==> src/rtl/vector_exec_unit.sv <==
// Multi-cycle vector execution unit: latches one VV/VX/VI instruction and sweeps LANES
// elements per cycle over the active length, holding the packed result until accepted.
module vector_exec_unit #(
  parameter  int VECTOR_LENGTH = 8,
  parameter  int DATA_WIDTH    = 32,
  parameter  int LANES         = 2,
  localparam int VLW           = $clog2(VECTOR_LENGTH + 1)
) (
  input  logic                                clk,
  input  logic                                rst,
  input  logic                                in_valid,
  output logic                                in_ready,
  input  logic [VECTOR_LENGTH*DATA_WIDTH-1:0] vector_a,
  input  logic [VECTOR_LENGTH*DATA_WIDTH-1:0] vector_b,
  input  logic [DATA_WIDTH-1:0]               scalar,
  input  logic [1:0]                          mode,
  input  logic [2:0]                          funct3,
  input  logic [VLW-1:0]                      vl,
  output logic                                out_valid,
  input  logic                                out_ready,
  output logic [VECTOR_LENGTH*DATA_WIDTH-1:0] result,
  output logic                                err
);
  localparam int EW = (VECTOR_LENGTH > 1) ? $clog2(VECTOR_LENGTH) : 1;

  typedef enum logic [1:0] {IDLE, EXEC, DONE} state_t;

  state_t                  state_q, state_d;
  logic [DATA_WIDTH-1:0]   a_p0 [VECTOR_LENGTH];
  logic [DATA_WIDTH-1:0]   b_p0 [VECTOR_LENGTH];
  logic [DATA_WIDTH-1:0]   scalar_p0;
  logic [1:0]              mode_p0;
  logic [2:0]              funct3_p0;
  logic [VLW-1:0]          vl_p0, beats_p0, beat_q;
  logic [DATA_WIDTH-1:0]   res_p1 [VECTOR_LENGTH];
  logic                    err_q;
  logic [VLW-1:0]          vl_c, beats_c;
  logic                    accept, last_beat;
  logic [EW-1:0]           lane_el  [LANES];
  logic                    lane_on  [LANES];
  logic signed [DATA_WIDTH-1:0] lane_res [LANES];

  function automatic logic signed [DATA_WIDTH-1:0] sel_b(
    input logic [1:0]            m,
    input logic [DATA_WIDTH-1:0] b_el,
    input logic [DATA_WIDTH-1:0] s
  );
    case (m)
      2'b00:   sel_b = $signed(b_el);
      2'b01:   sel_b = $signed(s);
      default: sel_b = $signed({{(DATA_WIDTH-5){s[4]}}, s[4:0]});
    endcase
  endfunction

  function automatic logic signed [DATA_WIDTH-1:0] alu(
    input logic signed [DATA_WIDTH-1:0] a,
    input logic signed [DATA_WIDTH-1:0] b,
    input logic [2:0]                   f
  );
    logic signed [2*DATA_WIDTH-1:0] prod;
    prod = a * b;
    case (f)
      3'b000:  alu = a + b;
      3'b001:  alu = a - b;
      3'b010:  alu = $signed(prod[DATA_WIDTH-1:0]);
      3'b011:  alu = a & b;
      3'b100:  alu = a | b;
      3'b101:  alu = a ^ b;
      3'b110:  alu = (a < b) ? a : b;
      default: alu = (a > b) ? a : b;
    endcase
  endfunction

  assign vl_c      = (vl > VLW'(VECTOR_LENGTH)) ? VLW'(VECTOR_LENGTH) : vl;
  assign beats_c   = VLW'((int'(vl_c) + LANES - 1) / LANES);
  assign in_ready  = (state_q == IDLE);
  assign out_valid = (state_q == DONE);
  assign err       = err_q;
  assign accept    = in_valid && in_ready;
  assign last_beat = (beat_q == (beats_p0 - VLW'(1)));

  always_comb begin
    state_d = state_q;
    case (state_q)
      IDLE: if (accept) state_d = ((vl_c == '0) || (mode == 2'b11)) ? DONE : EXEC;
      EXEC: if (last_beat) state_d = DONE;
      DONE: if (out_ready) state_d = IDLE;
      default: state_d = IDLE;
    endcase
  end

  always_ff @(posedge clk or posedge rst) begin
    if (rst) state_q <= IDLE;
    else     state_q <= state_d;
  end

  // p0: instruction latch, frozen from accept until the unit returns to IDLE
  always_ff @(posedge clk) begin
    if (accept) begin
      for (int i = 0; i < VECTOR_LENGTH; i++) begin
        a_p0[i] <= vector_a[i*DATA_WIDTH +: DATA_WIDTH];
        b_p0[i] <= vector_b[i*DATA_WIDTH +: DATA_WIDTH];
      end
      scalar_p0 <= scalar;
      mode_p0   <= mode;
      funct3_p0 <= funct3;
      vl_p0     <= vl_c;
      beats_p0  <= beats_c;
    end
  end

  always_comb begin
    for (int j = 0; j < LANES; j++) begin
      lane_el[j]  = EW'(int'(beat_q) * LANES + j);
      lane_on[j]  = (int'(beat_q) * LANES + j) < int'(vl_p0);
      lane_res[j] = alu($signed(a_p0[lane_el[j]]),
                        sel_b(mode_p0, b_p0[lane_el[j]], scalar_p0), funct3_p0);
    end
  end

  // p1: result accumulation; the register is cleared on accept so tail elements read 0
  always_ff @(posedge clk or posedge rst) begin
    if (rst) begin
      beat_q <= '0;
      err_q  <= 1'b0;
      for (int i = 0; i < VECTOR_LENGTH; i++) res_p1[i] <= '0;
    end else begin
      case (state_q)
        IDLE: if (accept) begin
          beat_q <= '0;
          err_q  <= (mode == 2'b11);
          for (int i = 0; i < VECTOR_LENGTH; i++) res_p1[i] <= '0;
        end
        EXEC: begin
          beat_q <= beat_q + VLW'(1);
          for (int j = 0; j < LANES; j++)
            if (lane_on[j]) res_p1[lane_el[j]] <= lane_res[j];
        end
        DONE: if (out_ready) begin
          beat_q <= '0;
          err_q  <= 1'b0;
        end
        default: beat_q <= '0;
      endcase
    end
  end

  for (genvar g = 0; g < VECTOR_LENGTH; g++) begin : g_pack
    assign result[g*DATA_WIDTH +: DATA_WIDTH] = res_p1[g];
  end
endmodule

==> config.mk <==
export PLATFORM = sky130hd
export DESIGN_NAME = vector_exec_unit
export DESIGN_NICKNAME = d
export VERILOG_FILES = /design/src/rtl/vector_exec_unit.sv
export SDC_FILE = /design/constraint.sdc
export NUM_CORES = 2
export LEC_CHECK = 0
export BUFFER_PORTS_ARGS = -buffer_cell sky130_fd_sc_hd__buf_4
export CAP_MARGIN = 15
export CELL_PAD_IN_SITES_DETAIL_PLACEMENT = 0
export CELL_PAD_IN_SITES_GLOBAL_PLACEMENT = 2
export CORE_MARGIN = 1.5
export CORE_UTILIZATION = 39
export DETAILED_ROUTE_END_ITERATION = 8
export GPL_ROUTABILITY_DRIVEN = 0
export HOLD_SLACK_MARGIN = 0.06
export PLACE_DENSITY = 0.8
export SLEW_MARGIN = 0
export SYNTH_ARGS = -nofsm -noshare
export SYNTH_HDL_FRONTEND = slang
export SYNTH_SLANG_ARGS = --single-unit
==> constraint.sdc <==
create_clock -name clk -period 16.51 [get_ports clk]
set_clock_uncertainty 0.2 [all_clocks]
set_input_delay 1.651 -clock clk [delete_from_list [all_inputs] [get_ports clk]]
set_output_delay 1.651 -clock clk [all_outputs]
set_load 0.005 [all_outputs]
==> results_dict.tcl <==
set metrics [dict create \
    status "completed" \
    cts_max_path_buffers 3 \
    io_buffers 815 \
    clock_latency_ns 0.75 \
    ff2ff_path_depth 32 \
    drtIter0Drc 7477 \
    synthCells 7407 \
    final_common_cell "inv_1" \
    worst-endpoint-arrival_ns 12.03 \
    slew-limit-headroom_pct 11.0 \
    end_kind "flop" \
    r2r_start "beat_q[0]$_DFFE_PP0P_" \
    drv_cap 0 \
    worstPathRequired_ns 16.89 \
    slowest_stage "dfrtp_4" \
    finalSetupViolations 0 \
    cts_sinks 820 \
    viasPerCell 5.80 \
    rows 159 \
    crit_top_cell "fa_1" \
    yosys_warnings 0 \
    ys_ff_latch 820 \
    fmax_mhz 85.9 \
    cts-resized-gates 0 \
    core-area_mm2 0.188 \
    grt_setup_unrepaired "no" \
    cp_slowest_stage_delay_ns 0.96 \
    worstPathMaxFanout 45 \
    fin_ws_ns 4.86 \
    die_h_um 438 \
    placedCellCount 10477 \
    worstReg2RegEnd "result[63]$_DFFE_PP0P_" \
    crit_cells 32 \
    place_ws_ns 5.12 \
    hold_viol_final 0 \
    synth_area_leaders "edfxtp_1, fa_1, dfrtp_1" \
    initial_utilization_pct 39.3 \
    boundaryPins 816 \
    worstMarginPinSlew_ns 1.33 \
    die_x_um 438 \
    cts_setup_buffers 0 \
    syn_to_final_growth_pct 16.2 \
    numCtsBuffers 87 \
    syn_avg_cell_area_um2 9.98 \
    cts_hold_buf 0 \
    tns_ns 0 \
    drive_gt1_share_pct 16.3 \
    final_cell_mix "inv_1, buf_4, nor2_1, fa_1, nand2_1" \
    grt_max_degree 211 \
    rrSetupSlack_ns 4.86 \
    clkSlewWorstSetupHoldPaths_ns 0.07 \
    dieArea_mm2 0.192 \
    num_vias 61847 \
    yosysTopAreaCellShare_pct 22.6 \
    async_reset_ff_share_pct 32.1 \
    fin_crit_sh_pct 70.5 \
    post-route-util_pct 45.7 \
    routed_wl_mm 348 \
    hpwl_mm 275 \
    grt-ovfl-total 0 \
    route.detailed.drc 0 \
    critPathTopFamily "adder cells" \
    clockRootBuffer "clkbuf_16" \
    wire_per_inst_um 32.6 \
    cts_tree "done" \
    crit_path_end "result[63]$_DFFE_PP0P_" \
    min_period_ns 11.65 \
    drtPass1Iterations 7 \
    synthFlopType "edfxtp_1" \
    finalNonFillerCells 10670 \
    hp-class "flop to flop" \
    crit_buf_inv 7 \
    worst_setup_path_start_kind "flop" \
    yosysTopAreaCell "edfxtp_1" \
    crit_type "flop to flop" \
    antenna_found_initial 45 \
    syn-num-nets 9287 \
    htree_levels 3 \
    syn_area_mm2 0.0739 \
    grt_usage_pct 35.9 \
    drtAntennaViolNets 0 \
    ys_types 102 \
    grt_pass1_wl_mm 484 \
    fillCellCount 18100 \
    grt_pass1_vias 62579 \
    nets 9951 \
    synth-edff-count 557 \
    worstSetupStartpoint "beat_q[0]$_DFFE_PP0P_" \
    synth.yosys.seq_area_share_pct 31.5 \
    final_max_slew_viol_count 0 \
]
final cells by class:
class	count	area [um2]	area share, %
sequential	820	23300	27.1
inverter	1056	3980	4.63
clock buffer	109	2330	2.71
multi-input combinational	5102	44900	52.3
antenna	32	80.1	0.0932
timing repair buffer	1004	7570	8.81
tap	2495	3120	3.63
clock inverter	52	632	0.735
logic make-up (layout without fill, tap and decap cells):
group | after synthesis | count (layout) | share of synthesized area, %
multiplexers | 243 | 243 | 4.06
flip-flops | 820 | 820 | 31.5
other | 1 | 33 | 0.00507
XOR/XNOR | 197 | 197 | 2.54
adder cells (fa/ha/maj) | 1323 | 1323 | 30.7
AND/OR/NAND/NOR | 1944 | 1944 | 10.7
buffers and inverters | 1485 | 2221 | 7.94
AO/OA/AOI/OAI | 1394 | 1394 | 12.5
per-stage QoR:
stage,instance area (um2),hold WS [ns]
global placement,82900,0.265
CTS,85900,0.286
floorplan,73900,0.273
finish,85900,0.284
global route,85900,0.300
detailed placement,82900,0.272
cells in the mapped netlist, types with 27 or more instances:
| cell | number |
|---|---|
| a32o_1 | 29 |
| a211oi_1 | 31 |
| o21a_1 | 57 |
| nor2b_1 | 30 |
| xnor2_1 | 148 |
| dfrtp_1 | 263 |
| edfxtp_1 | 557 |
| o221ai_1 | 52 |
| a21oi_1 | 333 |
| fa_1 | 820 |
| nor3_1 | 45 |
| xor2_1 | 37 |
| buf_1 | 44 |
| a22o_1 | 126 |
| mux2i_1 | 142 |
| mux4_2 | 37 |
| ha_1 | 503 |
| o211ai_1 | 40 |
| nand2b_1 | 57 |
| a21o_1 | 52 |
| nor2_1 | 943 |
| o22ai_1 | 37 |
| mux2_2 | 59 |
| nand3_1 | 48 |
| buf_2 | 48 |
| o21bai_1 | 37 |
| clkbuf_1 | 303 |
| o21ai_0 | 368 |
| a31oi_1 | 31 |
| nand2_1 | 733 |
| a221oi_1 | 39 |
| o31ai_1 | 27 |
| inv_1 | 1021 |
flip-flops by register name, summed over array words and instances, names as in the netlist:
register / count
a_p0: 256
b_p0: 256
beat_q: 4
beats_p0: 4
err: 1
funct3_p0: 3
mode_p0: 2
result: 256
scalar_p0: 32
state_q: 2
vl_p0: 4
layer usage:
layer / vias up / global-route usage [%] / share of wire, %
met2: 3602 / 54.1 / 44
li1: 25898 / - / -
met4: 18 / 23.3 / 7.8
met3: 772 / 9.62 / 10
met5: - / 0 / 0.030
met1: 31557 / 45.5 / 38
worst register-to-register path: cells and delay by family (launching register included):
kind | cells | cell delay (ns)
flops | 1 | 0.96
mux | 1 | 0.47
compound gates | 9 | 3.13
fa+ha+maj | 9 | 3.76
simple gates | 6 | 1.09
buf+inv | 7 | 1.89
worst min path at each step:
stage	from	end	slack [ns]	depth (start not counted)
after floorplan	result[125]$_DFFE_PP0P_	result[125]$_DFFE_PP0P_	0.27	2
after global placement	result[200]$_DFFE_PP0P_	result[200]$_DFFE_PP0P_	0.26	2
after detailed placement	result[1]$_DFFE_PP0P_	result[1]$_DFFE_PP0P_	0.27	2
after CTS	result[1]$_DFFE_PP0P_	result[1]$_DFFE_PP0P_	0.29	2
after global routing	result[124]$_DFFE_PP0P_	result[124]$_DFFE_PP0P_	0.30	1
final	result[41]$_DFFE_PP0P_	result[41]$_DFFE_PP0P_	0.28	2
Power is left out: the tool's default activity adds up to more than one toggle a clock period on the data nets, which glitch-free logic cannot reach.
